### src/rtl/elevator_call_scheduler_if.sv
// Call/floor bus between the SCAN call scheduler and the elevator floor FSM.
// The master side drives call buttons and the reported floor. The slave side
// (the scheduler) returns the target floor and its status flags.
interface elevator_call_scheduler_if #(
  parameter int NUM_FLOORS = 8,
  parameter int FLOOR_W    = 3
);
  logic [NUM_FLOORS-1:0] call_req;
  logic [FLOOR_W-1:0]    cur_floor;
  logic [FLOOR_W-1:0]    target_floor;
  logic [NUM_FLOORS-1:0] pending;
  logic                  dir_up;
  logic                  moving;
  logic                  door_open;
  logic                  arrived;

  modport master (
    output call_req, cur_floor,
    input  target_floor, pending, dir_up, moving, door_open, arrived
  );

  modport slave (
    input  call_req, cur_floor,
    output target_floor, pending, dir_up, moving, door_open, arrived
  );
endinterface

### src/rtl/elevator_call_scheduler.sv
// Elevator call scheduler.
// Latches per-floor calls and picks the next target floor with a SCAN sweep.
// At each served floor it holds the door open for a fixed dwell period.
module elevator_call_scheduler #(
  parameter int NUM_FLOORS   = 8,
  parameter int FLOOR_W      = 3,
  parameter int DWELL_CYCLES = 4
) (
  input  logic                      clk,
  input  logic                      rst,
  elevator_call_scheduler_if.slave  bus
);

  localparam int CNT_W = (DWELL_CYCLES > 1) ? $clog2(DWELL_CYCLES) : 1;

  typedef enum logic [1:0] {
    S_IDLE  = 2'd0,
    S_MOVE  = 2'd1,
    S_DWELL = 2'd2
  } state_t;

  state_t                r_state;
  logic [NUM_FLOORS-1:0] r_pending;
  logic                  r_dir_up;
  logic [FLOOR_W-1:0]    r_target;
  logic [CNT_W-1:0]      r_cnt;
  logic                  r_arrived;

  logic [31:0]           w_cur_idx;
  logic                  w_hit;
  logic                  w_above;
  logic                  w_below;
  logic                  w_up_found;
  logic [FLOOR_W-1:0]    w_up_tgt;
  logic [FLOOR_W-1:0]    w_dn_tgt;
  logic                  w_dir_pick;
  state_t                w_state_nxt;
  logic                  w_dir_nxt;
  logic                  w_serve;
  logic [CNT_W-1:0]      w_cnt_nxt;
  logic [NUM_FLOORS-1:0] w_clr;
  logic [FLOOR_W-1:0]    w_target_nxt;

  // Scan the pending calls relative to the current floor. This gives the
  // above/below flags, the nearest call above and below, and a hit here.
  // An out-of-range floor never matches any index, so it never hits.
  always_comb begin
    w_cur_idx  = 32'(bus.cur_floor);
    w_hit      = 1'b0;
    w_above    = 1'b0;
    w_below    = 1'b0;
    w_up_found = 1'b0;
    w_up_tgt   = bus.cur_floor;
    w_dn_tgt   = bus.cur_floor;
    for (int unsigned i = 0; i < NUM_FLOORS; i++) begin
      if (r_pending[i]) begin
        if (i > w_cur_idx) begin
          w_above = 1'b1;
          if (!w_up_found) begin
            w_up_found = 1'b1;
            w_up_tgt   = FLOOR_W'(i);
          end
        end else if (i < w_cur_idx) begin
          w_below  = 1'b1;
          w_dn_tgt = FLOOR_W'(i);
        end else begin
          w_hit = 1'b1;
        end
      end
    end
  end

  // Direction choice: keep the sweep while work remains ahead. Otherwise
  // reverse if work exists behind. Otherwise hold the current direction.
  always_comb begin
    if (r_dir_up) begin
      w_dir_pick = w_above ? 1'b1 : (w_below ? 1'b0 : 1'b1);
    end else begin
      w_dir_pick = w_below ? 1'b0 : (w_above ? 1'b1 : 1'b0);
    end
  end

  // Next-state logic, dwell counter, call-clear mask and target selection.
  // The target uses the next state and direction, so a new sweep presents
  // its target in the same cycle that moving rises.
  always_comb begin
    w_state_nxt = r_state;
    w_dir_nxt   = r_dir_up;
    w_serve     = 1'b0;
    w_cnt_nxt   = r_cnt;
    unique case (r_state)
      S_IDLE: begin
        if (w_hit) begin
          w_serve = 1'b1;
        end else if (|r_pending) begin
          w_dir_nxt   = w_dir_pick;
          w_state_nxt = S_MOVE;
        end
      end
      S_MOVE: begin
        if (w_hit) begin
          w_serve = 1'b1;
        end
      end
      S_DWELL: begin
        if (r_cnt == '0) begin
          w_dir_nxt   = w_dir_pick;
          w_state_nxt = (|r_pending) ? S_MOVE : S_IDLE;
        end else begin
          w_cnt_nxt = r_cnt - 1'b1;
        end
      end
      default: w_state_nxt = S_IDLE;
    endcase

    if (w_serve) begin
      w_state_nxt = S_DWELL;
      w_cnt_nxt   = CNT_W'(DWELL_CYCLES - 1);
    end

    w_clr = '0;
    for (int unsigned i = 0; i < NUM_FLOORS; i++) begin
      w_clr[i] = (w_serve || (r_state == S_DWELL)) && (i == w_cur_idx);
    end

    if (w_state_nxt == S_MOVE) begin
      w_target_nxt = w_dir_nxt ? w_up_tgt : w_dn_tgt;
    end else begin
      w_target_nxt = bus.cur_floor;
    end
  end

  // State and datapath registers. Reset discards all latched calls.
  // A clear of the served floor takes priority over a call to that floor.
  always_ff @(posedge clk) begin
    if (rst) begin
      r_state   <= S_IDLE;
      r_pending <= '0;
      r_dir_up  <= 1'b1;
      r_target  <= '0;
      r_cnt     <= '0;
      r_arrived <= 1'b0;
    end else begin
      r_state   <= w_state_nxt;
      r_pending <= (r_pending | bus.call_req) & ~w_clr;
      r_dir_up  <= w_dir_nxt;
      r_target  <= w_target_nxt;
      r_cnt     <= w_cnt_nxt;
      r_arrived <= w_serve;
    end
  end

  assign bus.target_floor = r_target;
  assign bus.pending      = r_pending;
  assign bus.dir_up       = r_dir_up;
  assign bus.moving       = (r_state == S_MOVE);
  assign bus.door_open    = (r_state == S_DWELL);
  assign bus.arrived      = r_arrived;

endmodule
### src/flat_wrapper.sv
// flat-port wrapper written by rule: the top's interface ports become plain ports
module elevator_call_scheduler_flat 
#(
  parameter int NUM_FLOORS   = 8,
  parameter int FLOOR_W      = 3,
  parameter int DWELL_CYCLES = 4
)
  (clk, rst, bus_call_req, bus_cur_floor, bus_target_floor, bus_pending, bus_dir_up, bus_moving, bus_door_open, bus_arrived);
  elevator_call_scheduler_if #(.NUM_FLOORS(NUM_FLOORS), .FLOOR_W(FLOOR_W)) bus_i ();
  input  logic clk;
  input  logic rst;
  input wire logic [$bits(bus_i.call_req)-1:0] bus_call_req;
  input wire logic [$bits(bus_i.cur_floor)-1:0] bus_cur_floor;
  output wire logic [$bits(bus_i.target_floor)-1:0] bus_target_floor;
  output wire logic [$bits(bus_i.pending)-1:0] bus_pending;
  output wire logic [$bits(bus_i.dir_up)-1:0] bus_dir_up;
  output wire logic [$bits(bus_i.moving)-1:0] bus_moving;
  output wire logic [$bits(bus_i.door_open)-1:0] bus_door_open;
  output wire logic [$bits(bus_i.arrived)-1:0] bus_arrived;
  assign bus_i.call_req = bus_call_req;
  assign bus_i.cur_floor = bus_cur_floor;
  assign bus_target_floor = bus_i.target_floor;
  assign bus_pending = bus_i.pending;
  assign bus_dir_up = bus_i.dir_up;
  assign bus_moving = bus_i.moving;
  assign bus_door_open = bus_i.door_open;
  assign bus_arrived = bus_i.arrived;
  elevator_call_scheduler #(.NUM_FLOORS(NUM_FLOORS), .FLOOR_W(FLOOR_W), .DWELL_CYCLES(DWELL_CYCLES)) u_core (.clk(clk), .rst(rst), .bus(bus_i));
endmodule
### config.mk
export PLATFORM = sky130hd
export DESIGN_NAME = elevator_call_scheduler_flat
export DESIGN_NICKNAME = d
export VERILOG_FILES = /design/src/rtl/elevator_call_scheduler_if.sv /design/src/rtl/elevator_call_scheduler.sv /design/src/flat_wrapper.sv
export SDC_FILE = /design/constraint.sdc
export NUM_CORES = 1
export LEC_CHECK = 0
export ABC_AREA = 1
export BUFFER_PORTS_ARGS = -buffer_cell sky130_fd_sc_hd__buf_2
export CORE_UTILIZATION = 54
export CTS_CLUSTER_DIAMETER = 150
export DETAILED_ROUTE_END_ITERATION = 8
export GPL_TIMING_DRIVEN = 0
export HOLD_SLACK_MARGIN = 0.08
export PLACE_DENSITY = 0.79
export SKIP_LAST_GASP = 1
export SLEW_MARGIN = 15
export SYNTH_ARGS = -nofsm -noshare
export SYNTH_HDL_FRONTEND = slang
export SYNTH_SLANG_ARGS = --single-unit
### constraint.sdc
create_clock -name clk -period 1.68 [get_ports clk]
set_input_delay 0.084 -clock clk [delete_from_list [all_inputs] [get_ports clk]]
set_output_delay 0.084 -clock clk [all_outputs]
set_load 0.005 [all_outputs]
# Yosys cells after proc, flatten, opt, wreduce, memory -nomap -nowiden

Index checks and enable logic that the tools add are counted.
W data, S select, Z words.

Register bits after elaboration: 17
Output and inout bits: 15

Add/sub/neg operators: 1
$lt $le $gt $ge: 14
Equality and inequality tests: 11
Multiplexer cells: 118
Bitwise gates (word level): 3
Reductions and logical operators: 16

Operator list:

| cell                 | number |
|---|---|
| $mux W3              | 42 |
| $mux W1              | 67 |
| $logic_not A32 Y1    | 1 |
| $mux W2              | 7 |
| $eq A3 B3 Y1 const A | 4 |
| $gt A3 B3 Y1 const A | 4 |
| $lt A3 B3 Y1 const A | 3 |
| $and A8 B8 Y8        | 1 |
| $logic_and A1 B1 Y1  | 8 |
| $not A8 Y8           | 1 |
| $or A8 B8 Y8         | 1 |
| $reduce_or A8 Y1     | 1 |
| $eq A2 B3 Y1 const A | 2 |
| $gt A2 B3 Y1 const A | 2 |
| $lt A1 B3 Y1 const A | 2 |
| $lt A2 B3 Y1 const A | 2 |
| $pmux W2 S3          | 1 |
| $eq A2 B1 Y1 const B | 2 |
| $logic_not A2 Y1     | 2 |
| $eq A1 B3 Y1 const A | 1 |
| $gt A1 B3 Y1 const A | 1 |
| $eq A2 B2 Y1 const B | 1 |
| $ne A2 B1 Y1 const B | 1 |
| $pmux W1 S2          | 1 |
| 5 further kinds      | 5 |

# Depth between registers and ports, before layout

Word-level depth: 29
Depth in mapped cells: 16
Mapped depth without buffers: 15

# Least setup slack after synthesis

No wires, ideal clock.

Path type: register to register
Start: reg u_core.r_state[1]
End: reg u_core.r_target[2] (netlist: u_core.bus.target_floor[2])
Library setup time: 114 ps
Arrival time: 1355 ps
Data required time: 1566 ps
Path slack: 211 ps
Stages on the path, launching flop included: 12
Period minus slack after synthesis: 1469 ps
Cell sequence: dfxtp_1 > inv_2 > nor2_1 > inv_1 > nor2_1 > inv_1 > a21oi_1 > inv_1 > nand3_4 > nand4_1 > nand2_1 > nor2_2

Elaborated cells on any way between the ends: 14

RTL lines:

| element                | line                           | text |
|---|---|---|
| from (decl)            | elevator_call_scheduler.sv:22  | `state_t r_state;` |
| from (signal assigned) | elevator_call_scheduler.sv:144 | `r_state <= w_state_nxt;` |
| $eq A2 B2 Y1 (*)       | n/a                            |  |
| net bus_door_open      | flat_wrapper.sv:18             | `output wire logic [$bits(bus_i.door_open)-1:0] bus_door_open;` |
| $pmux W2 S3            | elevator_call_scheduler.sv:91  | `unique case (r_state)` |
| $mux W2                | elevator_call_scheduler.sv:116 | `if (w_serve) begin` |
| $eq A2 B1 Y1           | elevator_call_scheduler.sv:126 | `if (w_state_nxt == S_MOVE) begin` |
| $mux W3 (*)            | elevator_call_scheduler.sv:126 |  |
| to (signal assigned)   | elevator_call_scheduler.sv:147 | `r_target <= w_target_nxt;` |
| to (decl)              | elevator_call_scheduler.sv:25  | `logic [FLOOR_W-1:0] r_target;` |

Mark *: on every way through the listed nets, which the timed path passes. The rest lies on a longest branch.
A chain may end at the register's enable or synchronous reset.

# Worst setup path after layout

Start: reg u_core.r_pending[4] (netlist: u_core.bus.pending[4])
End: reg u_core.r_target[2] (netlist: u_core.bus.target_floor[2])

Longest elaborated chain between the ends: 15
Elaborated cells on any way between the ends: 61

RTL lines:

| element                                         | line                                                         | text |
|---|---|---|
| from (decl)                                     | elevator_call_scheduler.sv:23                                | `logic [NUM_FLOORS-1:0] r_pending;` |
| from (signal assigned)                          | elevator_call_scheduler.sv:145                               | `r_pending <= (r_pending \| bus.call_req) & ~w_clr;` |
| $mux W1                                         | elevator_call_scheduler.sv:56                                | `if (r_pending[i]) begin` |
| $mux W1, on equally long branches               | elevator_call_scheduler.sv:57, elevator_call_scheduler.sv:63 |  |
| $mux W1, on equally long branches               | elevator_call_scheduler.sv:56, elevator_call_scheduler.sv:57 |  |
| $mux W1, on equally long branches               | elevator_call_scheduler.sv:57, elevator_call_scheduler.sv:56 |  |
| $mux W1, on equally long branches               | elevator_call_scheduler.sv:56, elevator_call_scheduler.sv:63 |  |
| $mux W1                                         | elevator_call_scheduler.sv:57                                | `if (i > w_cur_idx) begin` |
| $mux W1                                         | elevator_call_scheduler.sv:56                                |  |
| $mux W1, on equally long branches (2 in series) | elevator_call_scheduler.sv:79, elevator_call_scheduler.sv:77 |  |
| $mux W1                                         | elevator_call_scheduler.sv:76                                | `if (r_dir_up) begin` |
| $mux W1                                         | elevator_call_scheduler.sv:95                                | `end else if (\|r_pending) begin` |
| $mux W1                                         | elevator_call_scheduler.sv:93                                | `if (w_hit) begin` |
| $pmux W1 S2                                     | elevator_call_scheduler.sv:91                                |  |
| $mux W3                                         | elevator_call_scheduler.sv:127                               | `w_target_nxt = w_dir_nxt ? w_up_tgt : w_dn_tgt;` |
| $mux W3 (*)                                     | elevator_call_scheduler.sv:126                               |  |

Mark *: on every way between the ends. The rest lies on a longest branch, timed or not.

==> out/results.tsv <==
metric	value	unit
outcome	finished clean	
syn-num-nets	205	
p_leak	0.800	nW
fin_tns_setup	0	ps
clock_path_buffers	2	
htreeDepth	1	
power.density	810	nW/um2
maxSlewHeadroom	81.8	%
vias	1418	
regArea	347	um2
ff2ff_setup_slack	110	ps
grt_setup_unrepaired	true	
ios	28	
drt-vias-per-instance	5.54	
num_rows	17	
synthCells	191	
clk_pin_slew	120	ps
nets	243	
utilization	71.7	%
synthTopCellsByCount	44 x nand2_1, 20 x inv_1, 18 x nor2_1	
cp-end-kind	flop	
criticalPathCategory	flop to flop	
fin_crit_sh	93.3	%
hold_path.class	primary input to flop	
dp_slack	-26.1	ps
grt_pass1_wl	5.51	mm
synth_cell_types	34	
async_flop_share	0	%
cp.required	1910	ps
place_congestion	0.912	
finalHoldViolations	0	
core	2230	um2
timing.hold.ws	90.2	ps
drive_above_1_share	36.8	%
worst_ep_arrival_time	1800	ps
dr.pass1.iters	4	
seq_area_frac_synth	26.2	%
setup_violations	0	
ys_ff_latch	17	
max_freq	638	MHz
clock_skew	15.0	ps
fillCellCount	193	
diodes	0	
numClockSinks	17	
area_delta_synth_final	23.2	%
initial_core_util	58.2	%
post_drt_wl_per_cell	12.8	um
drc	0	
syn_avg_cell_area	6.80	um2
drt_iter0_drc	75	
cts_tree	built	
crit_fanout	6	
routed_wl	3.29	mm
yosys_warnings	0	
synth_area_leaders	dfxtp_1 26%, nand2_1 13%, inv_1 5.8%	
maxCapViolations	0	
multi_input_area	846	um2
grt_antenna_before_repair	0	
synth_top_area_share	26.2	%
die-width	51.0	um
dp_hpwl	2.47	mm
portBuffers	26	
yosysMostFrequentCell	nand2_1	
startpoint_type	flop	
synthFlopType	dfxtp_1	
grt_pass1_vias	1280	
grt_util_all_layers	28.3	%
clock_latency	320	ps
ant_nets	0	
ir_worst_vdd	670	uV
synth_area	1300	um2
layout_setup_ws	113	ps
worst_pin_slew	272	ps
grt_overflow_total	0	
synth_edf_count	0	
grt_max_degree	11	
period_minus_slack	1570	ps
root_buffer	clkbuf_4	
cts_buffers	3	
finalMaxSlewViolations	0	
synth.largest_area_cell	dfxtp_1	
die_y	51.0	um
total_power	1.30	mW
dieArea	2610	um2
## path summary, 6_finish.rpt
kind | start | endpoint | cells after the start
min reg2reg | u_core.r_cnt[0] | u_core.r_cnt[0] | 2
min | bus_call_req[7] | u_core.bus.pending[7] | 3
max reg2reg | u_core.bus.pending[4] | u_core.bus.target_floor[2] | 14
max | u_core.bus.pending[4] | u_core.bus.target_floor[2] | 14
## per-stage QoR
step / cells / area (um2)
6_report: 256 / 1600
5_1_grt: 256 / 1600
4_1_cts: 256 / 1560
3_5_place_dp: 245 / 1460
3_3_place_gp: 245 / 1460
2_1_floorplan: 191 / 1300
## placed cells by master, fill, tap and decap left out, types with 5 or more instances in the layout
master and count:
dfxtp_1 12, o21ai_0 14, buf_2 27, a21oi_1 11
nor2_2 7, dfxtp_2 5, dlygate4sd3_1 7, nor2_1 12
nand3_1 10, inv_2 6, inv_1 20, nand2_2 7
nand2_1 42, a31oi_1 5, nand3_2 7
## timing repair
item,CTS,global route
setup endpoints to repair,0,3
hold buffers,7,0
gates resized for setup,0,16
setup buffers,0,0
endpoints found under the hold margin,11,0
## routing by layer
| layer | track usage [%] | vias to the layer above | share of wire, % | wire length, um |
|---|---|---|---|---|
| met5 | 0 | - | 0 | 0 |
| met2 | 45.2 | 60 | 48 | 1560 |
| met1 | 37.2 | 640 | 43 | 1420 |
| met4 | 13.4 | 0 | 2.2 | 73 |
| li1 | - | 709 | - | - |
| met3 | 4.17 | 9 | 7.1 | 232 |
## layout make-up
cell class / instances / share of cell area [%]
multi-input cells: 142 / 52.9
flip-flops and latches: 17 / 21.7
repair buffers: 33 / 12.5
inverters: 28 / 6.88
plain buffers: 4 / 2.19
well taps: 28 / 2.19
clock buffers: 3 / 1.41
clock inverters: 1 / 0.313
## registers in the layout, indices dropped and copies added, names as in the netlist
signal,count
u_core.bus.arrived,1
u_core.bus.dir_up,1
u_core.bus.pending,8
u_core.bus.target_floor,3
u_core.r_cnt,2
u_core.r_state,2
## critical path: stages (launching register included)
cell and delay (ps):
dfxtp_1 370, inv_1 90, nand2_1 50, inv_1 80, nand4_1 140, nand3_2 130
inv_2 50, nand2_2 60, nand3b_2 90, nand2_4 100, inv_4 50, nand2_1 50
nand2_1 50, a21oi_1 140, nor2_2 40
## where the power goes
group          switching, mW  internal [mW]  total (mW)  leakage, nW
sequential            0.0473          0.460       0.507        0.143
combinational          0.329          0.221       0.549        0.640
clock                  0.150         0.0892       0.239       0.0177
## logic make-up after synthesis
logic type / share of synthesized area (%)
flops: 26.2
buf+inv: 11.2
compound gates: 19.5
simple gates: 42.2
fa+ha+maj: 0.963
Note: power is estimated with default switching activity, not from simulation.
